==> src/rtl/round_operations_if.sv <==
// Caller-side bundle for the SHA-256 round core: initial working variables,
// schedule fetch (index out, word in), start strobe and result.
interface round_operations_if #(
  parameter int WORD_SIZE = 32,
  parameter int IDX_W     = 6
);
  logic [WORD_SIZE-1:0] a_init, b_init, c_init, d_init;
  logic [WORD_SIZE-1:0] e_init, f_init, g_init, h_init;
  logic [WORD_SIZE-1:0] message_schedule_value;
  logic                 input_ready;

  logic [WORD_SIZE-1:0] a_final, b_final, c_final, d_final;
  logic [WORD_SIZE-1:0] e_final, f_final, g_final, h_final;
  logic [IDX_W-1:0]     message_schedule_index;
  logic                 output_ready;

  modport master (
    output a_init, b_init, c_init, d_init, e_init, f_init, g_init, h_init,
    output message_schedule_value, input_ready,
    input  a_final, b_final, c_final, d_final, e_final, f_final, g_final, h_final,
    input  message_schedule_index, output_ready
  );

  modport slave (
    input  a_init, b_init, c_init, d_init, e_init, f_init, g_init, h_init,
    input  message_schedule_value, input_ready,
    output a_final, b_final, c_final, d_final, e_final, f_final, g_final, h_final,
    output message_schedule_index, output_ready
  );
endinterface

==> src/rtl/round_operations.sv <==
// Iterative SHA-256 compression: one round per clock over 64 rounds, schedule
// word fetched combinationally through message_schedule_index.
module round_operations #(
  parameter int WORD_SIZE = 32,
  parameter int ROUNDS    = 64
) (
  input  logic              clock,
  input  logic              clear_n,
  round_operations_if.slave bus
);
  localparam int IDX_W = $clog2(ROUNDS);
  localparam logic [IDX_W-1:0] LAST_ROUND = IDX_W'(ROUNDS - 1);

  localparam logic [1:0] ST_IDLE = 2'd0;
  localparam logic [1:0] ST_RUN  = 2'd1;
  localparam logic [1:0] ST_DONE = 2'd2;

  typedef logic [WORD_SIZE-1:0] word_t;

  function automatic word_t rotr(input word_t x, input int n);
    return (x >> n) | (x << (WORD_SIZE - n));
  endfunction

  function automatic word_t big_sigma0(input word_t x);
    return rotr(x, 2) ^ rotr(x, 13) ^ rotr(x, 22);
  endfunction

  function automatic word_t big_sigma1(input word_t x);
    return rotr(x, 6) ^ rotr(x, 11) ^ rotr(x, 25);
  endfunction

  function automatic word_t k_rom(input logic [IDX_W-1:0] t);
    word_t k;
    case (t)
      6'd0:  k = 32'h428a2f98;  6'd1:  k = 32'h71374491;
      6'd2:  k = 32'hb5c0fbcf;  6'd3:  k = 32'he9b5dba5;
      6'd4:  k = 32'h3956c25b;  6'd5:  k = 32'h59f111f1;
      6'd6:  k = 32'h923f82a4;  6'd7:  k = 32'hab1c5ed5;
      6'd8:  k = 32'hd807aa98;  6'd9:  k = 32'h12835b01;
      6'd10: k = 32'h243185be;  6'd11: k = 32'h550c7dc3;
      6'd12: k = 32'h72be5d74;  6'd13: k = 32'h80deb1fe;
      6'd14: k = 32'h9bdc06a7;  6'd15: k = 32'hc19bf174;
      6'd16: k = 32'he49b69c1;  6'd17: k = 32'hefbe4786;
      6'd18: k = 32'h0fc19dc6;  6'd19: k = 32'h240ca1cc;
      6'd20: k = 32'h2de92c6f;  6'd21: k = 32'h4a7484aa;
      6'd22: k = 32'h5cb0a9dc;  6'd23: k = 32'h76f988da;
      6'd24: k = 32'h983e5152;  6'd25: k = 32'ha831c66d;
      6'd26: k = 32'hb00327c8;  6'd27: k = 32'hbf597fc7;
      6'd28: k = 32'hc6e00bf3;  6'd29: k = 32'hd5a79147;
      6'd30: k = 32'h06ca6351;  6'd31: k = 32'h14292967;
      6'd32: k = 32'h27b70a85;  6'd33: k = 32'h2e1b2138;
      6'd34: k = 32'h4d2c6dfc;  6'd35: k = 32'h53380d13;
      6'd36: k = 32'h650a7354;  6'd37: k = 32'h766a0abb;
      6'd38: k = 32'h81c2c92e;  6'd39: k = 32'h92722c85;
      6'd40: k = 32'ha2bfe8a1;  6'd41: k = 32'ha81a664b;
      6'd42: k = 32'hc24b8b70;  6'd43: k = 32'hc76c51a3;
      6'd44: k = 32'hd192e819;  6'd45: k = 32'hd6990624;
      6'd46: k = 32'hf40e3585;  6'd47: k = 32'h106aa070;
      6'd48: k = 32'h19a4c116;  6'd49: k = 32'h1e376c08;
      6'd50: k = 32'h2748774c;  6'd51: k = 32'h34b0bcb5;
      6'd52: k = 32'h391c0cb3;  6'd53: k = 32'h4ed8aa4a;
      6'd54: k = 32'h5b9cca4f;  6'd55: k = 32'h682e6ff3;
      6'd56: k = 32'h748f82ee;  6'd57: k = 32'h78a5636f;
      6'd58: k = 32'h84c87814;  6'd59: k = 32'h8cc70208;
      6'd60: k = 32'h90befffa;  6'd61: k = 32'ha4506ceb;
      6'd62: k = 32'hbef9a3f7;  6'd63: k = 32'hc67178f2;
      default: k = '0;
    endcase
    return k;
  endfunction

  logic [1:0]       state_reg, state_next;
  logic [IDX_W-1:0] t_reg, t_next;
  logic             ready_reg, ready_next;
  word_t            wv_reg [8];
  word_t            wv_next [8];
  word_t            init_w [8];
  word_t            shift_in [8];
  word_t            t1, t2;

  // Working variables are held as a..h = wv_reg[0..7].
  assign init_w[0] = bus.a_init;
  assign init_w[1] = bus.b_init;
  assign init_w[2] = bus.c_init;
  assign init_w[3] = bus.d_init;
  assign init_w[4] = bus.e_init;
  assign init_w[5] = bus.f_init;
  assign init_w[6] = bus.g_init;
  assign init_w[7] = bus.h_init;

  assign t1 = wv_reg[7] + big_sigma1(wv_reg[4])
            + ((wv_reg[4] & wv_reg[5]) ^ (~wv_reg[4] & wv_reg[6]))
            + k_rom(t_reg) + bus.message_schedule_value;
  assign t2 = big_sigma0(wv_reg[0])
            + ((wv_reg[0] & wv_reg[1]) ^ (wv_reg[0] & wv_reg[2]) ^ (wv_reg[1] & wv_reg[2]));

  // Only a and e take new sums; every other variable shifts down one slot.
  genvar gi;
  generate
    for (gi = 0; gi < 8; gi++) begin : g_shift
      if (gi == 0) begin : g_a
        assign shift_in[gi] = t1 + t2;
      end else if (gi == 4) begin : g_e
        assign shift_in[gi] = wv_reg[3] + t1;
      end else begin : g_pass
        assign shift_in[gi] = wv_reg[gi-1];
      end
    end
  endgenerate

  always_comb begin
    state_next = state_reg;
    t_next     = t_reg;
    ready_next = ready_reg;
    for (int i = 0; i < 8; i++) wv_next[i] = wv_reg[i];

    case (state_reg)
      ST_RUN: begin
        for (int i = 0; i < 8; i++) wv_next[i] = shift_in[i];
        t_next = t_reg + 1'b1;
        if (t_reg == LAST_ROUND) begin
          state_next = ST_DONE;
          ready_next = 1'b1;
        end
      end
      default: begin
        // IDLE and DONE both accept a new block; a strobe held through RUN is ignored there.
        if (bus.input_ready) begin
          for (int i = 0; i < 8; i++) wv_next[i] = init_w[i];
          t_next     = '0;
          ready_next = 1'b0;
          state_next = ST_RUN;
        end
      end
    endcase
  end

  always_ff @(posedge clock or negedge clear_n) begin
    if (!clear_n) begin
      state_reg <= ST_IDLE;
      t_reg     <= '0;
      ready_reg <= 1'b0;
      for (int i = 0; i < 8; i++) wv_reg[i] <= '0;
    end else begin
      state_reg <= state_next;
      t_reg     <= t_next;
      ready_reg <= ready_next;
      for (int i = 0; i < 8; i++) wv_reg[i] <= wv_next[i];
    end
  end

  assign bus.message_schedule_index = (state_reg == ST_RUN) ? t_reg : '0;
  assign bus.output_ready           = ready_reg;

  assign bus.a_final = wv_reg[0];
  assign bus.b_final = wv_reg[1];
  assign bus.c_final = wv_reg[2];
  assign bus.d_final = wv_reg[3];
  assign bus.e_final = wv_reg[4];
  assign bus.f_final = wv_reg[5];
  assign bus.g_final = wv_reg[6];
  assign bus.h_final = wv_reg[7];
endmodule

==> src/flat_wrapper.sv <==
// flat-port wrapper written by rule: the top's interface ports become plain ports
module round_operations_flat 
#(
  parameter int WORD_SIZE = 32,
  parameter int ROUNDS    = 64
)
  (clock, clear_n, bus_a_init, bus_b_init, bus_c_init, bus_d_init, bus_e_init, bus_f_init, bus_g_init, bus_h_init, bus_message_schedule_value, bus_input_ready, bus_a_final, bus_b_final, bus_c_final, bus_d_final, bus_e_final, bus_f_final, bus_g_final, bus_h_final, bus_message_schedule_index, bus_output_ready);
  round_operations_if #(.WORD_SIZE(WORD_SIZE)) bus_i ();
  input  logic clock;
  input  logic clear_n;
  input wire logic [$bits(bus_i.a_init)-1:0] bus_a_init;
  input wire logic [$bits(bus_i.b_init)-1:0] bus_b_init;
  input wire logic [$bits(bus_i.c_init)-1:0] bus_c_init;
  input wire logic [$bits(bus_i.d_init)-1:0] bus_d_init;
  input wire logic [$bits(bus_i.e_init)-1:0] bus_e_init;
  input wire logic [$bits(bus_i.f_init)-1:0] bus_f_init;
  input wire logic [$bits(bus_i.g_init)-1:0] bus_g_init;
  input wire logic [$bits(bus_i.h_init)-1:0] bus_h_init;
  input wire logic [$bits(bus_i.message_schedule_value)-1:0] bus_message_schedule_value;
  input wire logic [$bits(bus_i.input_ready)-1:0] bus_input_ready;
  output wire logic [$bits(bus_i.a_final)-1:0] bus_a_final;
  output wire logic [$bits(bus_i.b_final)-1:0] bus_b_final;
  output wire logic [$bits(bus_i.c_final)-1:0] bus_c_final;
  output wire logic [$bits(bus_i.d_final)-1:0] bus_d_final;
  output wire logic [$bits(bus_i.e_final)-1:0] bus_e_final;
  output wire logic [$bits(bus_i.f_final)-1:0] bus_f_final;
  output wire logic [$bits(bus_i.g_final)-1:0] bus_g_final;
  output wire logic [$bits(bus_i.h_final)-1:0] bus_h_final;
  output wire logic [$bits(bus_i.message_schedule_index)-1:0] bus_message_schedule_index;
  output wire logic [$bits(bus_i.output_ready)-1:0] bus_output_ready;
  assign bus_i.a_init = bus_a_init;
  assign bus_i.b_init = bus_b_init;
  assign bus_i.c_init = bus_c_init;
  assign bus_i.d_init = bus_d_init;
  assign bus_i.e_init = bus_e_init;
  assign bus_i.f_init = bus_f_init;
  assign bus_i.g_init = bus_g_init;
  assign bus_i.h_init = bus_h_init;
  assign bus_i.message_schedule_value = bus_message_schedule_value;
  assign bus_i.input_ready = bus_input_ready;
  assign bus_a_final = bus_i.a_final;
  assign bus_b_final = bus_i.b_final;
  assign bus_c_final = bus_i.c_final;
  assign bus_d_final = bus_i.d_final;
  assign bus_e_final = bus_i.e_final;
  assign bus_f_final = bus_i.f_final;
  assign bus_g_final = bus_i.g_final;
  assign bus_h_final = bus_i.h_final;
  assign bus_message_schedule_index = bus_i.message_schedule_index;
  assign bus_output_ready = bus_i.output_ready;
  round_operations #(.WORD_SIZE(WORD_SIZE), .ROUNDS(ROUNDS)) u_core (.clock(clock), .clear_n(clear_n), .bus(bus_i));
endmodule
==> config.mk <==
export PLATFORM = sky130hd
export DESIGN_NAME = round_operations_flat
export DESIGN_NICKNAME = d
export VERILOG_FILES = /design/src/rtl/round_operations_if.sv /design/src/rtl/round_operations.sv /design/src/flat_wrapper.sv
export SDC_FILE = /design/constraint.sdc
export NUM_CORES = 1
export LEC_CHECK = 0
export CORE_MARGIN = 3
export CORE_UTILIZATION = 50
export CTS_CLUSTER_DIAMETER = 200
export DETAILED_ROUTE_END_ITERATION = 10
export PLACE_DENSITY_LB_ADDON = 0.25
export SLEW_MARGIN = 30
export SYNTH_ARGS = -nofsm -noshare
export SYNTH_HDL_FRONTEND = slang
export SYNTH_SLANG_ARGS = --single-unit
export TNS_END_PERCENT = 100
==> constraint.sdc <==
create_clock -name clock -period 14.1 [get_ports clock]
set_clock_uncertainty 0.1 [all_clocks]
set_input_delay 1.41 -clock clock [delete_from_list [all_inputs] [get_ports clock]]
set_output_delay 1.41 -clock clock [all_outputs]
set_load 0.02 [all_outputs]
**Word-level counts from Yosys, hierarchy flattened**

Memory sizes are Yosys's and may differ from the RTL's.
Cells that the tools add are included.

- Add/sub/neg operators: 8
- Equality and inequality tests: 3
- Multiplexer cells: 11
- Bitwise operators: 19
- Reductions and logical operators: 2

Operators by type and width:

| operator | number |
|---|---|
| 2-to-1 mux 256 bit | 2 |
| adder 32 bit | 7 |
| bitwise XOR 32 bit | 7 |
| AND 32 bit | 5 |
| inverter 32 bit | 1 |
| bitwise OR 10 x 32 -> 32 bit | 1 |
| bitwise OR 19 x 32 -> 32 bit | 1 |
| bitwise OR 21 x 32 -> 32 bit | 1 |
| bitwise OR 26 x 32 -> 32 bit | 1 |
| bitwise OR 30 x 32 -> 32 bit | 1 |
| bitwise OR 7 x 32 -> 32 bit | 1 |
| 2-to-1 mux 6 bit | 3 |
| adder 6 x 1 -> 6 bit, second input constant | 1 |
| == test 6 bit, second input constant | 1 |
| 2-to-1 mux 2 bit | 3 |
| 2-to-1 mux 1 bit | 3 |
| == test 2 x 1 -> 1 bit, second input constant | 1 |
| != test 2 x 1 -> 1 bit, second input constant | 1 |
| AND reduction 2 bit | 1 |
| nonzero test 2 bit | 1 |

- Register bits after elaboration: 265
- Bits in read-only memories: 2,048
- Input port bits: 291
- Memories: 1

Memory list:

| memory | words | bits a word | read ports | clocked after Yosys merged registers in | wr ports | line | source |
|---|---|---|---|---|---|---|---|
| (name not given) | 64 | 32 | 1 | 0 | 0 | round_operations.sv:34 | `case (t)` |

**Longest topological paths before layout**

- Word-level depth: 9
- Gate-level depth with buffers: 37
- Depth with buffers taken out: 34

**Least setup slack after synthesis**

Ideal clock, no wire load.

- Path kind: flip-flop to flip-flop
- Start point: register u_core.t_reg[0]
- End point: register u_core.wv_reg, in the netlist u_core.bus.a_final[31]
- Setup time: 0.137 ns
- Arrival time: 7.822 ns
- Data required time: 13.863 ns
- Setup slack: 6.041 ns
- Stages on the path, launching flop included: 34
- Path buffers: 3
- Path through: dfrtp_1 > clkbuf_1 > clkinv_1 > ha_1 > clkbuf_1 > nor2_1 > nand2_1 > o211ai_1 > o21ai_0 > mux4_2 > fa_1 > inv_1 > fa_1 > inv_1 > ha_1 > a21o_1 > nand2b_1 > o21a_1 > or3_1 > a21boi_0 > o21bai_1 > a21oi_1 > xnor2_1 > fa_1 > ha_1 > clkbuf_2 > and4_1 > nand4_1 > or3_1 > o2111ai_1 > a311o_1 > a21oi_1 > xnor3_1 > a21oi_1

- Word-level cells in the longest chain between the ends: 5

Ends and longest elaborated chain:

| element | line | source |
|---|---|---|
| start: declaration | round_operations.sv:73 | `logic [IDX_W-1:0] t_reg, t_next;` |
| start signal: assignment | round_operations.sv:146 | `t_reg <= t_next;` |
| memory read (64 x 32 bit) | -- |  |
| adder 32 bit (2 in series) | round_operations.sv:93 | `+ k_rom(t_reg) + bus.message_schedule_value;` |
| adder 32 bit | round_operations.sv:102 | `assign shift_in[gi] = t1 + t2;` |
| 2-to-1 mux 256 bit | round_operations.sv:117 | `case (state_reg)` |
| end: declaration | round_operations.sv:75 | `word_t wv_reg [8];` |

No other way between the ends.
A chain may end at the register's enable or synchronous reset.

**Final worst setup path**

- Start point: register u_core.t_reg[1]
- End point: register u_core.wv_reg, in the netlist u_core.bus.a_final[28]

The elaborated chain is that of the path after synthesis.

==> flow_summary.yaml <==
run_status:
  outcome: "complete, no violations"
floorplan:
  start_util: 0.5118
  dieWidth_um: 228.2
  io_pins: 554
  core_um2: 48250
  die-height_um: 228.2
  core.rowCount: 80
  dieArea_um2: 52090
synthesis:
  ys_ff_latch: 264
  synthMuxAreaShare: 0.1308
  yosys.area.top_type: "dfrtp_1"
  synth_edf_count: 0
  netlist_area_um2: 24690
  synth_top_family_by_area: "compound AO/OA/AOI/OAI gates"
  async_flop_share: 1.000
  synthAdderAreaFrac: 0.1661
  ys_warn_count: 0
  ys_top_cells_by_count: "352 x nand2_1, 349 x o21ai_0, 272 x mux2i_1"
  synth_compound_area_frac: 0.1854
  synth-simple-area-share: 0.09961
  yosysTopAreaCellShare: 0.2675
  syn_area_per_cell_um2: 8.646
  synthFlopType: "dfrtp_1"
  synth_most_common_cell: "nand2_1"
  synth.distinct_cells: 82
  synth_top_cells_by_area: "dfrtp_1 27%, mux2i_1 11%, fa_1 10%, o21ai_0 7.1%, ha_1 5.6%"
  seq_area_frac_synth: 0.2675
  syn_nets: 3383
  synth_xor_area_frac: 0.07874
  netlist_instances: 2856
global_routing:
  grt_max_degree: 275
  overflow: 0
  antenna_found_initial: 13
  grt_pass1_vias: 23794
  gr-usage-all-layers: 0.3932
  grt_pass1_wl_mm: 156.3
route:
  drt_iter0_drc: 2566
  detail-route-antenna-nets: 0
  first_pass_iters: 6
  viasPerCell: 6.071
  wire_per_inst_um: 26.82
  drc: 0
  wl_mm: 105.4
  vias: 23848
worst_setup_path:
  crit_required_ps: 14480
  critPathCaptureType: "flop"
  cp.arrival_ps: 10330
  crit_family: "compound AO/OA/AOI/OAI gates"
  critPathKind: "flop to flop"
  slowest_stage: "dfrtp_1"
  r2r_cells: 34
  crit_top_cell: "a21oi_1"
  cpPeakStageDelay_ps: 770
  worst-path-buf-inv: 4
  ff2ff_setup_slack_ps: 4150
  cp_max_fo: 21
  reg2reg_from: "u_core.t_reg[1]"
  start_kind: "flop"
  rr_endpoint: "u_core.bus.a_final[28]"
clocking:
  ctsLongestPathBuffers: 3
  cts-root-buf: "clkbuf_16"
  clock_insertion_delay_worst_skew_ps: 630
  clk_transition_reported_paths_ps: 60
  post_cts_resize_count: 0
  clock_sinks: 264
  cts_setup_buffers: 0
  cts_hold_buffers: 0
  cts_tree: "yes"
  cts_made_buffers: 30
  h-tree-depth: 1
layout:
  num-fill-cells: 3953
  drive_gt1_frac: 0.03987
  synthToLayoutAreaGrowth_pct: 27.72
  layout.nets: 3766
place:
  portBuffers: 553
  hpwl_mm: 82.49
  gp_congestion: 1.041
min_path:
  whs_path_depth: 2
  hold_class: "flop to flop"
  hold_end: "u_core.bus.g_final[24]"
  min_from: "u_core.bus.f_final[24]"
sta:
  period_share: 0.7056
  finalHoldViolCount: 0
  worst_hold_slack_ps: 433.9
  rsz0062_at_grt: "false"
  drv_slew: 0
  setup_tns_ps: 0
  max_freq_mhz: 100.5
  tightest_slew_ps: 1035
  period_needed_ps: 9949
  setup_viol: 0
  relSlewSlack: 0.3101
flow_run:
  drv_cap: 0
[cells by family (layout without fill, tap and decap cells)]
group / count (synthesis) / count (layout)
other cells: 0 / 11
flops: 264 / 264
compound gates: 766 / 766
mux: 301 / 301
simple gates: 584 / 584
xor+xnor: 217 / 217
fa+ha+maj: 257 / 257
buf+inv: 467 / 872
[layout by cell type (no fill, tap or decap), types with 73 or more instances in the layout]
cell type          n
xnor2_1          140
inv_1            242
nand2_1          352
clkdlybuf4s50_1  551
mux2i_1          272
xor2_1            73
nor2_1           102
a21oi_1          158
fa_1             125
dfrtp_1          261
ha_1             111
o21ai_0          349
[area by class of cell]
| class | instances | area (um2) | share of cell area |
|---|---|---|---|
| diodes | 11 | 27.53 | 0.0008728 |
| well taps | 656 | 820.8 | 0.02603 |
| inverters | 245 | 919.6 | 0.02916 |
| flip-flops and latches | 264 | 6613 | 0.2097 |
| repair buffers | 573 | 5756 | 0.1825 |
| multi-input cells | 2125 | 16320 | 0.5175 |
| clock buffers | 38 | 830.8 | 0.02634 |
| clock inverters | 16 | 249.0 | 0.007895 |
[through the flow]
stage | cells | area [um2] | setup WS (ps) | utilization
5_1_grt | 3926 | 31530 | 3502 | 0.6536
6_report | 3928 | 31540 | 4151 | 0.6537
2_1_floorplan | 2856 | 24690 | 6041 | -
3_3_place_gp | 3861 | 30370 | 4644 | 0.6294
3_5_place_dp | 3861 | 30370 | 4335 | 0.6295
4_1_cts | 3915 | 31450 | 4309 | 0.6519
[worst max path at each step]
stage	startpoint	end	slack, ps	cells after the start
2_1_floorplan	u_core.t_reg[0]	u_core.bus.a_final[31]	6040	33
3_3_place_gp	u_core.t_reg[1]	u_core.bus.a_final[31]	4640	29
3_5_place_dp	u_core.t_reg[1]	u_core.bus.a_final[28]	4340	34
4_1_cts	u_core.t_reg[1]	u_core.bus.a_final[28]	4310	34
5_1_grt	u_core.t_reg[1]	u_core.bus.a_final[28]	3500	34
6_report	u_core.t_reg[1]	u_core.bus.a_final[28]	4150	34
[worst reg2reg max path, delay by kind of cell, from the launching register on]
family | cells | cell delay (ps)
DFF | 1 | 770
AOI/OAI and AO/OA | 16 | 3380
adders and majority gates | 7 | 3040
buffers and inverters | 4 | 980
and+or+nand+nor | 5 | 1130
xor gates and xnor gates | 2 | 400
[per-layer routing]
layer	GRT usage	vias up	wire length (um)
met5	0	-	47
met4	0.2172	6	7045
met3	0.06974	301	8877
met2	0.6323	1424	49030
met1	0.5039	11559	40360
li1	-	10558	-
Power is left out: the tool's default activity adds up to more than one toggle a clock period on the data nets, which glitch-free logic cannot reach.
